### config.mk
export PLATFORM = sky130hd
export DESIGN_NAME = covariance_finalize_4x4
export DESIGN_NICKNAME = d
export VERILOG_FILES = /design/src/rtl/qedmma_pkg.sv /design/src/rtl/fp_sym_add_sat.sv /design/src/rtl/covariance_finalize_4x4.sv
export SDC_FILE = /design/constraint.sdc
export NUM_CORES = 2
export LEC_CHECK = 0
export BUFFER_PORTS_ARGS = -buffer_cell sky130_fd_sc_hd__buf_4
export CORE_AREA = 8 8 593 595
export CTS_CLUSTER_DIAMETER = 50
export DETAILED_ROUTE_END_ITERATION = 8
export DIE_AREA = 0 0 601 603
export SETUP_SLACK_MARGIN = 0.2
export SLEW_MARGIN = 25
export SYNTH_ARGS = -nofsm -noshare
export SYNTH_HDL_FRONTEND = slang
export SYNTH_SLANG_ARGS = --single-unit
### constraint.sdc
create_clock -name clk -period 29.3 [get_ports clk]
set_input_delay 5.86 -clock clk [delete_from_list [all_inputs] [get_ports clk]]
set_output_delay 5.86 -clock clk [all_outputs]
set_load 0.005 [all_outputs]
### src/rtl/qedmma_pkg.sv
// -----------------------------------------------------------------------------
// qedmma_pkg
//   Shared fixed-point definitions for the Kalman covariance path.
//   fp_t is a signed two's-complement Q(DATA_WIDTH-FRAC_BITS).FRAC_BITS value.
//   FP_MAX / FP_MIN are the saturation bounds used by every arithmetic stage.
// -----------------------------------------------------------------------------
package qedmma_pkg;

  localparam int STATE_DIM  = 4;
  localparam int DATA_WIDTH = 32;
  localparam int FRAC_BITS  = 16;

  typedef logic signed [DATA_WIDTH-1:0] fp_t;

  // Row / column index into a STATE_DIM x STATE_DIM matrix.
  typedef logic [$clog2(STATE_DIM)-1:0] idx_t;

  localparam fp_t FP_MAX = {1'b0, {(DATA_WIDTH-1){1'b1}}};
  localparam fp_t FP_MIN = {1'b1, {(DATA_WIDTH-1){1'b0}}};

endpackage : qedmma_pkg

### src/rtl/fp_sym_add_sat.sv
// -----------------------------------------------------------------------------
// fp_sym_add_sat
//   Combinational per-element conditioning unit:
//     result = sat( floor((c_ij + c_ji) / 2) + q )
//   The sum is formed one bit wider than fp_t, halved with an arithmetic shift
//   (rounds toward -inf), then q is added two bits wider than fp_t so the
//   overflow test is exact before clamping to [FP_MIN, FP_MAX].
//
// Ports
//   c_ij, c_ji : in  fp_t   mirrored pair of the product matrix
//   q          : in  fp_t   process-noise term for this element
//   result     : out fp_t   saturated result
//   sat        : out logic  result was clamped
// -----------------------------------------------------------------------------
module fp_sym_add_sat
  import qedmma_pkg::*;
(
  input  fp_t  c_ij,
  input  fp_t  c_ji,
  input  fp_t  q,
  output fp_t  result,
  output logic sat
);

  logic signed [DATA_WIDTH:0]   s;
  logic signed [DATA_WIDTH:0]   h;
  logic signed [DATA_WIDTH+1:0] t;

  // NOTE: combinational temporaries use blocking '=' so each line sees the
  // value computed by the line above within the same evaluation.
  always_comb begin
    s = $signed({c_ij[DATA_WIDTH-1], c_ij}) + $signed({c_ji[DATA_WIDTH-1], c_ji});
    h = s >>> 1;
    t = $signed({h[DATA_WIDTH], h}) + $signed({{2{q[DATA_WIDTH-1]}}, q});

    // t fits in fp_t exactly when its top three bits agree.
    sat    = !((t[DATA_WIDTH+1] == t[DATA_WIDTH]) && (t[DATA_WIDTH] == t[DATA_WIDTH-1]));
    result = t[DATA_WIDTH-1:0];
    if (sat) begin
      result = t[DATA_WIDTH+1] ? FP_MIN : FP_MAX;
    end
  end

endmodule : fp_sym_add_sat

### src/rtl/covariance_finalize_4x4.sv
// -----------------------------------------------------------------------------
// covariance_finalize_4x4
//   Conditions the F*P*F' product into a covariance estimate:
//     P_out = sat( (C + C')/2 + Q )        (Q upper triangle mirrored)
//   One row per cycle: accept -> ROW0..ROW3 -> OUT (held until out_ready).
//   P_out[i][j] and P_out[j][i] come from identical operands, so the result is
//   bit-exactly symmetric.
//
// Build option
//   QEDMMA_DIAG_FLOOR_EN : when defined, diagonal results below DIAG_MIN are
//                          replaced by DIAG_MIN and floor_flag is raised.
//                          When undefined, floor_flag is tied 0.
//
// Parameters
//   DIAG_MIN   : diagonal floor value (only used with QEDMMA_DIAG_FLOOR_EN)
//
// Ports
//   clk, rst_n : clock, asynchronous active-low reset
//   in_valid   : in   C and Q valid (a single-cycle pulse is enough)
//   in_ready   : out  high only while idle
//   C          : in   4x4 product matrix
//   Q          : in   4x4 process noise, upper triangle (i<=j) used
//   P_out      : out  conditioned covariance, registered
//   out_valid  : out  P_out valid, held until out_ready
//   out_ready  : in   downstream accept
//   sat_flag   : out  some element of this P_out saturated
//   floor_flag : out  some diagonal element of this P_out was floored
// -----------------------------------------------------------------------------
module covariance_finalize_4x4
  import qedmma_pkg::*;
#(
  parameter fp_t DIAG_MIN = fp_t'(1)
) (
  input  logic clk,
  input  logic rst_n,
  input  logic in_valid,
  output logic in_ready,
  input  fp_t  C     [STATE_DIM][STATE_DIM],
  input  fp_t  Q     [STATE_DIM][STATE_DIM],
  output fp_t  P_out [STATE_DIM][STATE_DIM],
  output logic out_valid,
  input  logic out_ready,
  output logic sat_flag,
  output logic floor_flag
);

  typedef enum logic [2:0] {
    S_IDLE,
    S_ROW0,
    S_ROW1,
    S_ROW2,
    S_ROW3,
    S_OUT
  } state_t;

  state_t state;
  state_t state_next;

  logic accept;
  logic row_en;
  idx_t row;

  fp_t  c_reg [STATE_DIM][STATE_DIM];
  fp_t  q_reg [STATE_DIM][STATE_DIM];

  idx_t q_lo  [STATE_DIM];
  idx_t q_hi  [STATE_DIM];
  fp_t  q_sel [STATE_DIM];
  fp_t  sum   [STATE_DIM];
  fp_t  elem  [STATE_DIM];
  logic [STATE_DIM-1:0] sat_vec;

  // ---------------------------------------------------------------------------
  // FSM: state register
  // ---------------------------------------------------------------------------
  always_ff @(posedge clk or negedge rst_n) begin
    if (!rst_n) begin
      state <= S_IDLE;
    end else begin
      state <= state_next;
    end
  end

  // ---------------------------------------------------------------------------
  // FSM: next state
  // ---------------------------------------------------------------------------
  always_comb begin
    state_next = state;
    unique case (state)
      S_IDLE:  if (in_valid) state_next = S_ROW0;
      S_ROW0:  state_next = S_ROW1;
      S_ROW1:  state_next = S_ROW2;
      S_ROW2:  state_next = S_ROW3;
      S_ROW3:  state_next = S_OUT;
      S_OUT:   if (out_ready) state_next = S_IDLE;
      default: state_next = S_IDLE;
    endcase
  end

  // ---------------------------------------------------------------------------
  // FSM: outputs decoded from state
  // ---------------------------------------------------------------------------
  // NOTE: every output gets a default before the case so no path leaves a
  // value unassigned, which would otherwise infer a latch.
  always_comb begin
    in_ready  = 1'b0;
    out_valid = 1'b0;
    row_en    = 1'b0;
    row       = '0;
    unique case (state)
      S_IDLE: in_ready = 1'b1;
      S_ROW0: begin row_en = 1'b1; row = idx_t'(0); end
      S_ROW1: begin row_en = 1'b1; row = idx_t'(1); end
      S_ROW2: begin row_en = 1'b1; row = idx_t'(2); end
      S_ROW3: begin row_en = 1'b1; row = idx_t'(3); end
      S_OUT:  out_valid = 1'b1;
      default: ;
    endcase
  end

  assign accept = in_valid && in_ready;

  // ---------------------------------------------------------------------------
  // Operand capture
  // ---------------------------------------------------------------------------
  // NOTE: the operand stores are pure data, overwritten on every accept and
  // never read before that, so they carry no reset.
  always_ff @(posedge clk) begin
    if (accept) begin
      c_reg <= C;
      q_reg <= Q;
    end
  end

  // ---------------------------------------------------------------------------
  // Row datapath: four element units share the current row index. Q is read
  // from its upper triangle regardless of which side of the diagonal the
  // element sits on.
  // ---------------------------------------------------------------------------
  always_comb begin
    for (int j = 0; j < STATE_DIM; j++) begin
      if (idx_t'(j) < row) begin
        q_lo[j] = idx_t'(j);
        q_hi[j] = row;
      end else begin
        q_lo[j] = row;
        q_hi[j] = idx_t'(j);
      end
      q_sel[j] = q_reg[q_lo[j]][q_hi[j]];
    end
  end

  for (genvar j = 0; j < STATE_DIM; j++) begin : g_col
    fp_sym_add_sat u_elem (
      .c_ij   (c_reg[row][j]),
      .c_ji   (c_reg[j][row]),
      .q      (q_sel[j]),
      .result (sum[j]),
      .sat    (sat_vec[j])
    );
  end

`ifdef QEDMMA_DIAG_FLOOR_EN
  logic [STATE_DIM-1:0] floor_vec;

  // Only the column that lands on the diagonal of the current row is floored.
  always_comb begin
    for (int j = 0; j < STATE_DIM; j++) begin
      elem[j]      = sum[j];
      floor_vec[j] = 1'b0;
      if ((idx_t'(j) == row) && (sum[j] < DIAG_MIN)) begin
        elem[j]      = DIAG_MIN;
        floor_vec[j] = 1'b1;
      end
    end
  end

  always_ff @(posedge clk or negedge rst_n) begin
    if (!rst_n) begin
      floor_flag <= 1'b0;
    end else if (accept) begin
      floor_flag <= 1'b0;
    end else if (row_en && (|floor_vec)) begin
      floor_flag <= 1'b1;
    end
  end
`else
  fp_t diag_min_unused;

  assign diag_min_unused = DIAG_MIN;
  assign elem            = sum;
  assign floor_flag      = 1'b0;
`endif

  // ---------------------------------------------------------------------------
  // Result registers and sticky saturation flag
  // ---------------------------------------------------------------------------
  always_ff @(posedge clk or negedge rst_n) begin
    if (!rst_n) begin
      for (int i = 0; i < STATE_DIM; i++) begin
        for (int j = 0; j < STATE_DIM; j++) begin
          P_out[i][j] <= '0;
        end
      end
    end else if (row_en) begin
      for (int j = 0; j < STATE_DIM; j++) begin
        P_out[row][j] <= elem[j];
      end
    end
  end

  always_ff @(posedge clk or negedge rst_n) begin
    if (!rst_n) begin
      sat_flag <= 1'b0;
    end else if (accept) begin
      sat_flag <= 1'b0;
    end else if (row_en && (|sat_vec)) begin
      sat_flag <= 1'b1;
    end
  end

endmodule : covariance_finalize_4x4

==> parameters.txt <==
Parameter                              Value

Outcome
  Status    completed

Critical path
  Class of the most critical setup path    flop to flop
  Worst path required time    30.05 ns
  Slowest CP cell    sky130_fd_sc_hd__a211oi_4
  Crit. End Element    flop
  Kind of start point of the critical path    flop
  Arr. time, crit path    14.23 ns
  Critical-path maximum fanout    roughly 110
  Max incr delay on CP    0.79 ns
  Number of cells traversed by the worst register-to-register path    32

Global route
  All-layer global routing usage    21.55%
  Initial antenna violation count    180
  Vias in the first global route    between 50000 and 60000
  Overall overflow remaining after global route    0
  Wire length of the first global-routing pass    537300 µm
  Maximum number of pins on one net before global-route repair    184

Yosys
  Warnings from Yosys    0
  Synthesis-stage register bit count    around 1300
  Post-synthesis instance area    68470 µm²
  Synthesized instance count    ~6600
  Part of the Yosys area used for sequential elements    approximately 55%
  Synthesized netlist net count    around 7900
  Async set-reset flop share out of synthesis    approximately two fifths
  Number of distinct standard cells referenced by the synthesized netlist    85
  Number of synthesized flops with an enable pin    832
  Flip-flop cell with the highest count after synthesis    sky130_fd_sc_hd__edfxtp_1
  Mean area per synthesized cell    10.41 µm²

Clock network
  Number of resized instances in the post-cts repair step    0
  Post-CTS setup buffer count    0
  Clock Sink Count    1348
  Clock insertion delay at the later pin of the skew report    between 0.9 and 1 ns
  Clock transition at the registers of the reported paths    0.06 ns
  CTS tree    yes
  Buffers from clock root to sink, at most    4
  CTS root buf    sky130_fd_sc_hd__clkbuf_16
  Clock H-tree levels    4
  Number of buffers added by the clock tree synthesis step    202
  Hold-fix buffer count after cts    0

Drt
  Router iterations before antenna repair    7
  DRC violation count after routing    0
  Antenna violation net count after detailed routing    0
  Number of violations reported at the end of detailed-routing iteration 0    7258
  Average via count per standard cell    4.924
  Mean routed wirelength per cell    around 33 µm
  Vias    62312
  Wire length reported by the detailed router    412500 µm

Placement
  Post-Place Worst Slack    between 15 and 20 ns
  Number of buffers added on ports    1350
  HPWL after detailed placement    334600 µm
  Final weighted congestion of routability-driven global placement    0.9506

Hold path
  Type of the most critical hold path    flop to flop
  Hold path cells    2

Finish
  Share of cells above drive strength 1    around a quarter
  Number of inserted filler cells in the final layout    36121
  # nets final    ~9100
  Area growth syn-to-layout    33.35%

STA
  Number of pins exceeding their max-slew limit in the final report    0
  Setup repair after global routing missed its margin    no
  Slew at the pin closest to its max-slew limit    between 1 and 1.5 ns
  PnR worst setup slack    15.82 ns
  Final setup violation count    0
  Fmax achieved    74.16 MHz
  Setup clock skew after layout    0.09732 ns
  Clock period minus worst slack    ~13 ns
  Number of failing hold endpoints at the final stage    0
  Sum of negative setup slack    0 ns
  Period utilization    46.02%
  Tightest slew margin relative to the limit    15.97%

Die
  Initial core utilization    20.03%
  Total number of placement rows    roughly 220
  I/O pin total    1544
  Die outline area    362400 µm²
  Core box area    between 300000 and 400000 µm²
  Vertical die dimension    603 µm
  Die width    601 µm

Run
  Count of maximum capacitance violations    0
==> cell families after synthesis <==
logic type | Yosys count | share of synthesized area [%]
xor gates and xnor gates | 204 | 2.610
muxes | 41 | 0.6067
adders and majority gates | 264 | 4.905
other | 1 | 0.005477
buffers and inverters | 539 | 3.032
and+or+nand+nor | 1660 | 10.74
DFF | 1348 | 55.35
AOI/OAI and AO/OA | 2521 | 22.75
==> final timing paths <==
check                           slack [ns]      start    endpoint
max in group asynchronous            22.14      rst_n  P_out[156]
min in group asynchronous             4.85      rst_n   P_out[54]
worst max-delay path                 15.82   state[0]   P_out[13]
worst min register to register        0.48  P_out[59]   P_out[59]
worst min-delay path                  0.48  P_out[59]   P_out[59]
worst max register to register       15.82   state[0]   P_out[13]
==> metrics by stage <==
step | std cells | hold WS (ns) | instance area, µm² | util [%]
after floorplan | 6578 | 0.4733 | 68470 | -
after global placement | 12175 | 0.4625 | 83930 | 24.55
after detailed placement | 12175 | 0.4709 | 84000 | 24.57
after CTS | 12550 | 0.4826 | 90990 | 26.61
after global routing | 12625 | 0.4924 | 91230 | 26.68
final | 12656 | 0.4766 | 91300 | 26.70
==> area by class of cell <==
cell class	count	area, µm²	area share [%]
Antenna cell	105	262.8	0.2878
Clock buffer	237	5361	5.872
Clock inverter	138	1627	1.781
Inverter	100	385.4	0.4221
Multi-Input combinational cell	4691	28800	31.54
Sequential cell	1348	37910	41.52
Tap cell	4557	5702	6.245
Timing Repair Buffer	1480	11260	12.33
==> critical path, delay by kind of cell, from the launching register on <==
family / cells / cell delay (ns)
xor+xnor: 2 / 0.83
compound gates: 15 / 6.01
flops: 1 / 0.50
fa+ha+maj: 3 / 1.10
simple gates: 5 / 1.90
buf+inv: 7 / 2.35
==> placed cells by master (no fill, tap or decap), types with 98 or more instances in the layout <==
master / netlist / routed
sky130_fd_sc_hd__a21o_1: 143 / 143
sky130_fd_sc_hd__ha_1: 254 / 254
sky130_fd_sc_hd__and3_1: 101 / 101
sky130_fd_sc_hd__buf_4: 6 / 1467
sky130_fd_sc_hd__nand2_1: 836 / 832
sky130_fd_sc_hd__o22ai_1: 106 / 106
sky130_fd_sc_hd__o21ai_0: 794 / 786
sky130_fd_sc_hd__edfxtp_1: 832 / 832
sky130_fd_sc_hd__nor2_1: 326 / 319
sky130_fd_sc_hd__a221oi_1: 191 / 191
sky130_fd_sc_hd__a21oi_1: 623 / 611
sky130_fd_sc_hd__clkbuf_16: 0 / 206
sky130_fd_sc_hd__dfrtp_1: 516 / 513
sky130_fd_sc_hd__o211ai_1: 98 / 98
sky130_fd_sc_hd__nand3_1: 127 / 126
sky130_fd_sc_hd__diode_2: 0 / 105
sky130_fd_sc_hd__xnor2_1: 139 / 135
sky130_fd_sc_hd__inv_1: 100 / 98
==> synthesized netlist by cell type, types with 65 or more instances <==
cell / n / area, µm²
sky130_fd_sc_hd__nor2_1: 326 / 1224
sky130_fd_sc_hd__a22oi_1: 90 / 675.7
sky130_fd_sc_hd__and3_1: 101 / 631.9
sky130_fd_sc_hd__nand3_1: 127 / 635.6
sky130_fd_sc_hd__o21ai_1: 72 / 360.4
sky130_fd_sc_hd__dfrtp_1: 516 / 12910
sky130_fd_sc_hd__a221oi_1: 191 / 1673
sky130_fd_sc_hd__a21oi_1: 623 / 3118
sky130_fd_sc_hd__edfxtp_1: 832 / 24980
sky130_fd_sc_hd__o211ai_1: 98 / 735.7
sky130_fd_sc_hd__xnor2_1: 139 / 1217
sky130_fd_sc_hd__ha_1: 254 / 3178
sky130_fd_sc_hd__o22ai_1: 106 / 663.1
sky130_fd_sc_hd__xor2_1: 65 / 569.3
sky130_fd_sc_hd__a21o_1: 143 / 1074
sky130_fd_sc_hd__a31oi_1: 77 / 481.7
sky130_fd_sc_hd__nand2_1: 836 / 3138
sky130_fd_sc_hd__clkbuf_1: 371 / 1393
sky130_fd_sc_hd__o221ai_1: 68 / 595.6
sky130_fd_sc_hd__inv_1: 100 / 375.4
sky130_fd_sc_hd__o21ai_0: 794 / 3974
==> layer usage <==
layer	vias up	track usage [%]	wire length, µm
li1	27485	-	-
met1	30476	26.00	160200
met2	3576	35.50	193400
met3	743	4.806	32410
met4	32	12.23	26200
met5	-	0	204
Power is not shown: default switching activity piles up to over one toggle a cycle in this logic, so the estimate is an artifact.
